===== src/rtl/dsram_bridge.sv =====
// Converts single-cycle core data-SRAM accesses into req/addr_ok/data_ok memory transactions,
// stalling the pipeline until completion and counting stalled cycles (saturating).
module dsram_bridge #(
  parameter int CNT_W = 32
) (
  input  logic             clk,
  input  logic             rst,
  input  logic             data_sram_en,
  input  logic [3:0]       data_sram_wen,
  input  logic [31:0]      data_sram_addr,
  input  logic [31:0]      data_sram_wdata,
  output logic [31:0]      data_sram_rdata,
  output logic             stallreq_for_mem,
  output logic             mem_req,
  output logic             mem_wr,
  output logic [1:0]       mem_size,
  output logic [3:0]       mem_wstrb,
  output logic [31:0]      mem_addr,
  output logic [31:0]      mem_wdata,
  input  logic             mem_addr_ok,
  input  logic             mem_data_ok,
  input  logic [31:0]      mem_rdata,
  output logic [CNT_W-1:0] stall_cycles
);

  typedef enum logic [1:0] {S_IDLE, S_REQ, S_WAIT, S_DONE} state_t;

  state_t           state_q;
  logic             req_q;
  logic             wr_q;
  logic [1:0]       size_q;
  logic [1:0]       size_d;
  logic [3:0]       wstrb_q;
  logic [31:0]      addr_q;
  logic [31:0]      wdata_q;
  logic [31:0]      rdata_q;
  logic [CNT_W-1:0] cnt_q;
  logic             stall;
  logic             finish;

  always_comb begin
    size_d = 2'd2;
    case (data_sram_wen)
      4'b0001, 4'b0010, 4'b0100, 4'b1000: size_d = 2'd0;
      4'b0011, 4'b1100:                   size_d = 2'd1;
      default:                            size_d = 2'd2;
    endcase
  end

  assign stall  = (state_q == S_IDLE && data_sram_en) || state_q == S_REQ || state_q == S_WAIT;
  // The access completes either together with acceptance or later in WAIT.
  assign finish = (state_q == S_REQ && mem_addr_ok && mem_data_ok) ||
                  (state_q == S_WAIT && mem_data_ok);

  always_ff @(posedge clk) begin
    if (rst) begin
      state_q <= S_IDLE;
      req_q   <= 1'b0;
      wr_q    <= 1'b0;
      size_q  <= 2'd0;
      wstrb_q <= 4'd0;
      addr_q  <= 32'd0;
      wdata_q <= 32'd0;
      rdata_q <= 32'd0;
      cnt_q   <= '0;
    end else begin
      if (stall && cnt_q != {CNT_W{1'b1}}) cnt_q <= cnt_q + 1'b1;
      if (finish && !wr_q) rdata_q <= mem_rdata;
      case (state_q)
        S_IDLE: if (data_sram_en) begin
          state_q <= S_REQ;
          req_q   <= 1'b1;
          wr_q    <= |data_sram_wen;
          size_q  <= size_d;
          wstrb_q <= data_sram_wen;
          addr_q  <= data_sram_addr;
          wdata_q <= data_sram_wdata;
        end
        S_REQ: if (mem_addr_ok) begin
          req_q   <= 1'b0;
          state_q <= mem_data_ok ? S_DONE : S_WAIT;
        end
        S_WAIT: if (mem_data_ok) state_q <= S_DONE;
        // EX still holds the same instruction here, so en must not start a new access.
        default: state_q <= S_IDLE;
      endcase
    end
  end

  assign stallreq_for_mem = stall;
  assign mem_req          = req_q;
  assign mem_wr           = wr_q;
  assign mem_size         = size_q;
  assign mem_wstrb        = wstrb_q;
  assign mem_addr         = addr_q;
  assign mem_wdata        = wdata_q;
  assign data_sram_rdata  = rdata_q;
  assign stall_cycles     = cnt_q;

endmodule


===== config.mk =====
export PLATFORM = sky130hd
export DESIGN_NAME = dsram_bridge
export DESIGN_NICKNAME = d
export VERILOG_FILES = /design/src/rtl/dsram_bridge.sv
export SDC_FILE = /design/constraint.sdc
export NUM_CORES = 1
export LEC_CHECK = 0
export CORE_MARGIN = 2
export CORE_UTILIZATION = 42
export CTS_CLUSTER_DIAMETER = 100
export DETAILED_ROUTE_END_ITERATION = 7
export PLACE_DENSITY = 0.86
export REMOVE_ABC_BUFFERS = 1
export SETUP_SLACK_MARGIN = 0.2
export SLEW_MARGIN = 25
export SYNTH_ARGS = -nofsm -noshare
export SYNTH_HDL_FRONTEND = slang
export SYNTH_SLANG_ARGS = --single-unit

===== constraint.sdc =====
create_clock -name clk -period 2.91 [get_ports clk]
set_input_delay 0.291 -clock clk [delete_from_list [all_inputs] [get_ports clk]]
set_output_delay 0.291 -clock clk [all_outputs]
set_load 0.05 [all_outputs]

Word-level counts from Yosys, hierarchy flattened
Cells that the tools add are included.
{"block": "word_totals", "reg_bits": 138, "out_inout_bits": 137, "wordCells": 49}
{"block": "classes", "n_addsub": 1, "n_eq_ne": 12, "mux": 9, "reduce_logical": 18}
{"operator": "adder 32 x 1 -> 32 bit, second input constant", "n": 1}
{"operator": "!= test 32 bit, second input constant", "n": 1}
{"operator": "== test 4 x 2 -> 1 bit, second input constant", "n": 2}
{"operator": "== test 4 bit, second input constant", "n": 2}
{"operator": "OR reduction 4 bit", "n": 2}
{"operator": "logical AND 1 bit", "n": 6}
{"operator": "two-way mux 2 bit", "n": 3}
{"operator": "!= test 2 bit, second input constant", "n": 3}
{"operator": "case mux 2 bit (3 select lines)", "n": 1}
{"operator": "AND reduction 3 bit", "n": 2}
{"operator": "== test 4 x 1 -> 1 bit, second input constant", "n": 1}
{"operator": "== test 4 x 3 -> 1 bit, second input constant", "n": 1}
{"operator": "case mux 2 bit (2 select lines)", "n": 1}
{"operator": "logical OR 1 bit", "n": 3}
{"operator": "two-way mux 1 bit", "n": 3}
{"operator": "== test 2 x 1 -> 1 bit, second input constant", "n": 1}
{"operator": "== test 2 bit, second input constant", "n": 1}
{"operator": "zero test 2 bit", "n": 1}
{"operator": "case mux 1 bit (2 select lines)", "n": 1}
{"operator": "AND reduction 2 bit", "n": 1}
{"operator": "nonzero test 2 bit", "n": 1}
{"operator": "OR reduction 2 bit", "n": 1}
{"operator": "zero test 1 bit", "n": 1}

Longest topological paths before layout
Gate-level depths: netlist (run 1).
{"block": "depth", "word_depth": 5, "ltp_mapped": 9, "ltp_nobuf": 8}

Least setup slack after synthesis (run 1)
Ideal clock, no wire load.
{"block": "synth_path", "kind": "flip-flop to flip-flop", "from": "reg cnt_q[4] (netlist: stall_cycles[4])", "to": "reg cnt_q[28] (netlist: stall_cycles[28])", "setup_ns": 0.070, "arrival_ns": 2.622, "t_required_ns": 2.840, "setup_slack_ns": 0.217, "path_stages_with_launch": 8, "path_buffers": 2, "period_less_slack_ns": 2.693, "cell_sequence": "dfxtp_1 > nand4_2 > or4_1 > clkbuf_2 > or4_1 > buf_2 > or3_1 > a21oi_1"}
{"block": "synth_between", "elab_chain_cells": 2, "elab_cells_between_ends": 3}
{"element": "start: declaration", "line_no": "37", "text": "logic [CNT_W-1:0] cnt_q;"}
{"element": "start signal: assignment", "line_no": "67", "text": "if (stall && cnt_q != {CNT_W{1'b1}}) cnt_q <= cnt_q + 1'b1;"}
{"element": "parallel branches: the longest is 2 deep, another holds adder 32 x 1 -> 32 bit"}
Several ways; the timed one is not identified.
A chain may end at the register's enable or synchronous reset.

Worst setup path after layout (run 1)
Same ends and word-level chain as after synthesis.

==> key figures, run 1 <==
Critical path
  – Data required, critical path: 3250 ps
  – WP buf/inv: 0
  – CP max stage delay: 700 ps
  – Critical path launch point type: register
  – Register-to-Register Path Depth: 5
  – CP max-delay cell: or4_1
  – CP max FO: 8
  – CP cell instances: nand4_2 -> or4_1 -> or4_1 -> or3_1 -> a21oi_1
  – Critical path's top delay family: simple AND/OR/NAND/NOR gates
  – Worst path most repeated cell: or4_1
  – CP arrival: 2870 ps
  – RR Endpoint: stall_cycles[28]
  – Crit. End Element: register
  – Worst reg2reg path startpoint: stall_cycles[4]
  – Crit Path Category: register to register
  – Worst R2R Setup Slack: 390 ps

STA
  – Fin Hold WS: 349 ps
  – Setup tns final: 0 ps
  – Fmax: 397 MHz
  – Worst clock skew: 5.37 ps
  – Post-layout min period: 2520 ps
  – Part of the cycle the worst path needs: 86.6%
  – RSZ-0062 raised after global routing: false
  – Max-slew violations: 0
  – Setup ws final: 389 ps
  – Final setup vio count: 0
  – Worst slew pin tran: 581 ps
  – Max_slew headroom: 60.3%
  – Final Hold Viols: 0

Routing
  – Iter 0 DRT Violations: 414
  – # DRC: 0
  – Vias: 5428
  – DR vias/cell: 4.99
  – Wirelength, routed: 15.5 mm
  – ANT nets after route: 0
  – Wire per inst: 14.2 µm
  – Pre-Repair DR Iteration Count: 5

Yosys
  – Synth Warn #: 0
  – Syn Inst Count: 677
  – Ys flop type: dfxtp_1
  – Fraction of synthesized area in multiplexers: 0.772%
  – Compound-Gate Fraction of Synth Area: 15.6%
  – Synth unique cells: 42
  – Post-synthesis simple-gate area fraction: 24.3%
  – Async SR Flop Fraction: 0%
  – Largest family of logic cells by synthesized area: simple AND/OR/NAND/NOR gates
  – Adder-cell area share of the yosys netlist: 1.17%
  – Sequential share of the synthesized area: 51.6%
  – Syn avg cell area: 7.90 µm²
  – Yosys reg bits: 138
  – Synth Area in XOR/XNOR: 2.46%
  – Synthesized cell area: 0.00535 mm²
  – Post-synth EDFFs: 0

Global route
  – Tot GR Track Use: 21.5%
  – Grt ovf: 0
  – Vias in the first global route: 4744
  – Largest net degree at the start of global routing: 83
  – First-pass GRT wire length: 23.2 mm
  – Initial antenna violation count: 0

Clocking
  – Clock sink total: 138
  – Clock-pin slew on the worst setup and hold paths: 60 ps
  – Post-CTS Setup Inserts: 0
  – CTS HTree Levels: 4
  – CTS Buf Count: 17
  – Worst skew pair latency: 410 ps
  – CTS Root Cell: clkbuf_16
  – CTS Buffer Depth: 2
  – CTS tree: done

Power and ir drop
  – Register share of total power: 31.5%
  – Leakage power: 3.07 nW
  – Sw Ratio: 36.1%
  – Sw Pwr: 2.65 mW
  – Pint: 4.69 mW
  – Max VDD drop: 0.514 mV
  – Pwr/cell area: 853 mW/mm²
  – Gate power share: 34.8%
  – Clock power share: 33.7%

Cells and area
  – Non-filler cells, final: 1087
  – Layout area overhead: 60.9%
  – Post-route cell area: 0.00861 mm²
  – Share of layout cells above drive strength 1: 6.01%
  – Nets: 1012
  – Antenna diode count: 0
  – Layout fillers: 989

Floorplan
  – Die footprint: 0.0137 mm²
  – Die H: 117 µm
  – Die Wd: 117 µm
  – Row cnt: 41
  – Starting Density: 42.7%
  – IO Count: 242
  – Area of the core: 0.0125 mm²

Hold path
  – Hold_sp: rst
  – Hold depth: 2
  – Min-delay worst type: input port to register
  – End of the worst hold path: stall_cycles[19]

Placed design
  – DP Area: 0.00792 mm²
  – Number of instances in the placed design: 1055
  – Worst slack at placement: 293 ps
  – Routability cong.: 0.814
  – HPWL after DPL: 10.5 mm
  – Port Buffers: 241

Run status
  – Status: finished, final reports clean

Flow run
  – MaxCap Viol Count: 0
worst max path at each step:
stage / cells after the start / from / slack (ps) / endpoint
floorplan: 5 / stall_cycles[24] / -360 / stall_cycles[31]
global placement: 4 / data_sram_en / 290 / stallreq_for_mem
finish: 5 / stall_cycles[4] / 390 / stall_cycles[28]
CTS: 5 / stall_cycles[4] / 400 / stall_cycles[28]
global route: 5 / stall_cycles[4] / 260 / stall_cycles[28]
detailed placement: 4 / data_sram_en / 290 / stallreq_for_mem
synth_stat cells, drive strengths merged, types with 4 or more instances:
cell type,number,area share (%)
nand4,6,0.82
or4,5,0.70
nand2,213,15
xnor2,14,2.3
a21oi,119,11
nor2,30,2.1
clkbuf,44,3.1
o21ai,11,1.0
a31oi,4,0.47
nand3,14,1.3
a211oi,5,0.70
inv,12,0.84
nor4,5,0.58
nor3,6,0.56
ha,5,1.2
or3,9,1.1
dfxtp,138,52
and3,6,0.70
per-layer routing:
metal	routed length [µm]	vias to the layer above	GRT usage, %	share of wire, %
met5	0	-	0	0
met4	386	0	10.0	2.5
met1	6270	2465	25.2	40
met2	7440	203	35.0	48
met3	1380	31	7.78	8.9
li1	-	2729	-	-
metrics by stage:
step                total power, mW  utilization (%)
CTS                            7.40             68.8
global placement               4.87             63.3
global route                   7.67             68.8
floorplan                      3.96                -
finish                         7.34             68.8
detailed placement             4.92             63.3
registers in the layout, summed over array words and instances, names as in the netlist:
register / flops
mem_size: 2
mem_wdata: 32
data_sram_rdata: 32
stall_cycles: 32
mem_wstrb: 4
state_q: 2
mem_addr: 32
mem_wr: 1
mem_req: 1
kinds of logic after synthesis:
| family | Yosys count |
|---|---|
| AOI/OAI and AO/OA | 154 |
| xor gates and xnor gates | 15 |
| adders and majority gates | 5 |
| buffers and inverters | 57 |
| DFF | 138 |
| muxes | 4 |
| and+or+nand+nor | 304 |
worst reg2reg max path, cell delays in order (launching register included):
cell and delay (ps):
dfxtp_1 450, nand4_2 150, or4_1 700, or4_1 670, or3_1 350, a21oi_1 130
what timing repair did:
action	in CTS	in global routing
endpoints found under the hold margin	0	0
setup endpoints to repair	1	0
gates resized for setup	2	0
hold buffers	0	0
power groups by stage:
stage / logic [mW] / clock network (mW) / registers (mW)
2_1_floorplan: 0.727 / 0 / 3.23
3_3_place_gp: 2.54 / 0 / 2.34
3_5_place_dp: 2.56 / 0 / 2.35
4_1_cts: 2.57 / 2.51 / 2.31
5_1_grt: 2.73 / 2.60 / 2.34
6_report: 2.55 / 2.47 / 2.31
area by class of cell:
cell class / count / area (µm²) / share of cell area, %
flip-flops and latches: 138 / 2760 / 32.1
repair buffers: 251 / 2510 / 29.1
multi-input cells: 482 / 2390 / 27.8
clock buffers: 20 / 467 / 5.42
clock inverters: 12 / 216 / 2.51
well taps: 172 / 215 / 2.50
inverters: 12 / 45.0 / 0.523
placed cells by master (no fill, tap or decap), types with 3 or more instances in the layout:
cell	n
clkdlybuf4s50_1	239
nand2_1	212
dfxtp_1	138
a21oi_1	119
nor2_1	30
clkbuf_16	17
nand3_1	14
xnor2_1	14
inv_1	12
o21ai_0	11
buf_4	9
or3_1	8
and3_1	6
bufinv_16	6
nand4_1	5
or4_1	5
nor3_1	5
ha_1	5
nor4_1	4
a31oi_1	4
a211oi_1	4
clkinv_2	4
nand4b_1	3
a2111oi_0	3
mux2i_1	3
clkbuf_8	3
Power figures use the tool's default switching activity.
==> inputs of run 2 (changes only) <==
CORE_ASPECT_RATIO = 0.6   (was not set)
==> run 2 against run 1 <==
Net effect:
- routed wire length grew 2.9%
- worst setup slack got worse by 110 ps
- core utilization rose by 0.92 points
- sequential cell count unchanged
- non-clock buffer count down 1
- worst hold slack improved by 37 ps
- via count grew 0.92%
- critical path type unchanged
- largest cell class unchanged
- highest routed layer unchanged
==> key figures, run 2 (synthesized netlist as in run 1, its figures left out) <==
Clocking
  – CTS Buffer Depth: 2 (unchanged)
  – Post-CTS Setup Inserts: 0 (unchanged)
  – Clock sink total: 138 (unchanged)
  – Worst skew pair latency: 410 ps (about the same)
  – CTS Buf Count: 17 (unchanged)
  – Cts hold-fix bufs: 0 (unchanged)
  – Clock-pin slew on the worst setup and hold paths: 60 ps (about the same)
  – CTS HTree Levels: 4 (unchanged)
  – CTS Root Cell: clkbuf_16
  – CTS tree: done

STA
  – Final Hold Viols: 0 (unchanged)
  – Post-layout min period: 2630 ps (+107 ps)
  – RSZ-0062 raised after global routing: false
  – Final setup vio count: 0 (unchanged)
  – Max_slew headroom: 55.9% (-4.4 points)
  – Worst slew pin tran: 661 ps (+80.4 ps)
  – Setup ws final: 282 ps (-107 ps)
  – Max-slew violations: 0 (unchanged)
  – Setup tns final: 0 ps (unchanged)
  – Part of the cycle the worst path needs: 90.3% (+3.7 points)
  – Worst clock skew: 11.3 ps (+5.98 ps)
  – Fmax: 381 MHz (-4.1%)
  – Fin Hold WS: 386 ps (+37.0 ps)

Critical path
  – Crit Path Category: register to register
  – Worst R2R Setup Slack: 280 ps (-110 ps)
  – Critical path launch point type: register
  – Worst path most repeated cell: or4_1
  – CP max stage delay: 690 ps (about the same)
  – Crit. End Element: register
  – CP cell instances: nand4_2 -> or4_1 -> or4_1 -> or3_1 -> a21oi_1
  – CP arrival: 2950 ps (+80 ps)
  – CP max FO: 8 (unchanged)
  – CP max-delay cell: or4_1
  – Data required, critical path: 3230 ps (-20 ps)

Placed design
  – Routability cong.: 0.851 (+4.5%)
  – Number of instances in the placed design: 1047 (-0.76%)
  – Worst slack at placement: 365 ps (+71.6 ps)
  – DP Area: 0.00791 mm² (-0.11%)
  – Port Buffers: 241 (unchanged)
  – HPWL after DPL: 11.1 mm (+5.8%)

Floorplan
  – Die H: 91.4 µm (-22%)
  – Die footprint: 0.0137 mm² (+0.22%)
  – Starting Density: 43.7% (+0.91 points)
  – Row cnt: 31 (-24%)
  – Die Wd: 150 µm (+28%)
  – Area of the core: 0.0123 mm² (-2.1%)
  – IO Count: 242 (unchanged)

Cells and area
  – Commonest non-fill, non-tap cell in the layout: clkdlybuf4s50_1
  – Non-filler cells, final: 1078 (-0.83%)
  – Nets: 1011 (-0.099%)
  – Post-route cell area: 0.00854 mm² (-0.77%)
  – Layout area overhead: 59.6%
  – Antenna diode count: 0 (unchanged)
  – Share of layout cells above drive strength 1: 5.70% (-0.32 points)
  – Most frequent cells in the layout: clkdlybuf4s50_1, nand2_1, dfxtp_1
  – Final core utilization: 69.7% (+0.92 points)
  – Layout fillers: 1008 (+1.9%)

Routing
  – # DRC: 0 (unchanged)
  – Wirelength, routed: 15.9 mm (+2.9%)
  – Metal3 WL: 1.59 mm (+15%)
  – DR vias/cell: 5.08 (+1.8%)
  – Iter 0 DRT Violations: 270 (-35%)
  – Pre-Repair DR Iteration Count: 5 (unchanged)
  – Vias: 5478 (+0.92%)
  – Wl on met1: 6.68 mm (+6.6%)
  – Met2 Wirelength: 7.34 mm (-1.4%)
  – Wire per inst: 14.8 µm (+3.8%)
  – DR top layer: met4
  – ANT nets after route: 0 (unchanged)

Global route
  – Vias in the first global route: 5144 (+8.4%)
  – First-pass GRT wire length: 25.5 mm (+10%)
  – Initial antenna violation count: 0 (unchanged)
  – Largest net degree at the start of global routing: 79 (-4.8%)
  – Grt ovf: 0 (unchanged)
  – Tot GR Track Use: 23.1% (+1.7 points)

Power and ir drop
  – Final Power: 7.15 mW (-2.5%)
  – Max VDD drop: 0.459 mV (-11%)
  – Leakage power: 3.02 nW (-1.4%)
  – Pwr/cell area: 838 mW/mm² (-1.8%)

Run status
  – Status: finished, final reports clean

Flow run
  – MaxCap Viol Count: 0 (unchanged)

Hold path
  – Min-delay worst type: input port to register
## run 2: worst paths after layout
path	start	end	cells past startpoint
setup / recovery	stall_cycles[4]	stall_cycles[30]	5
hold / removal	rst	stall_cycles[12]	2
setup reg to reg	stall_cycles[4]	stall_cycles[30]	5
hold reg to reg	mem_addr[16]	mem_addr[16]	2
## run 2: report_power, final
group	switching, mW	internal (mW)	total, mW
combinational	1.70	0.858	2.56
clock	0.801	1.48	2.28
sequential	0.152	2.16	2.31
total	2.65	4.50	7.15
## run 2: per-layer routing
| metal | global-route usage (%) | vias up |
|---|---|---|
| met1 | 28.2 | 2516 |
| met3 | 8.79 | 22 |
| li1 | - | 2722 |
| met5 | 0 | - |
| met4 | 7.86 | 0 |
| met2 | 37.5 | 218 |
## run 2: timing repair
item / in CTS / in global routing
hold endpoints to repair: 0 / 0
resized for setup: 2 / 0
endpoints found under the setup margin: 1 / 0
## run 2: area by class of cell
| class | count | area (µm²) | share of cell area, % |
|---|---|---|---|
| clock buffers | 21 | 460 | 5.39 |
| clock inverters | 10 | 166 | 1.95 |
| inverters | 12 | 45.0 | 0.527 |
| multi-input cells | 482 | 2400 | 28.1 |
| flip-flops and latches | 138 | 2760 | 32.3 |
| well taps | 165 | 206 | 2.42 |
| repair buffers | 250 | 2500 | 29.3 |
## run 2: worst max-delay path: cells and delay by family (launching register included)
kind            cells  cell delay (ps)
compound gates      1              170
simple gates        4             1920
flops               1              460
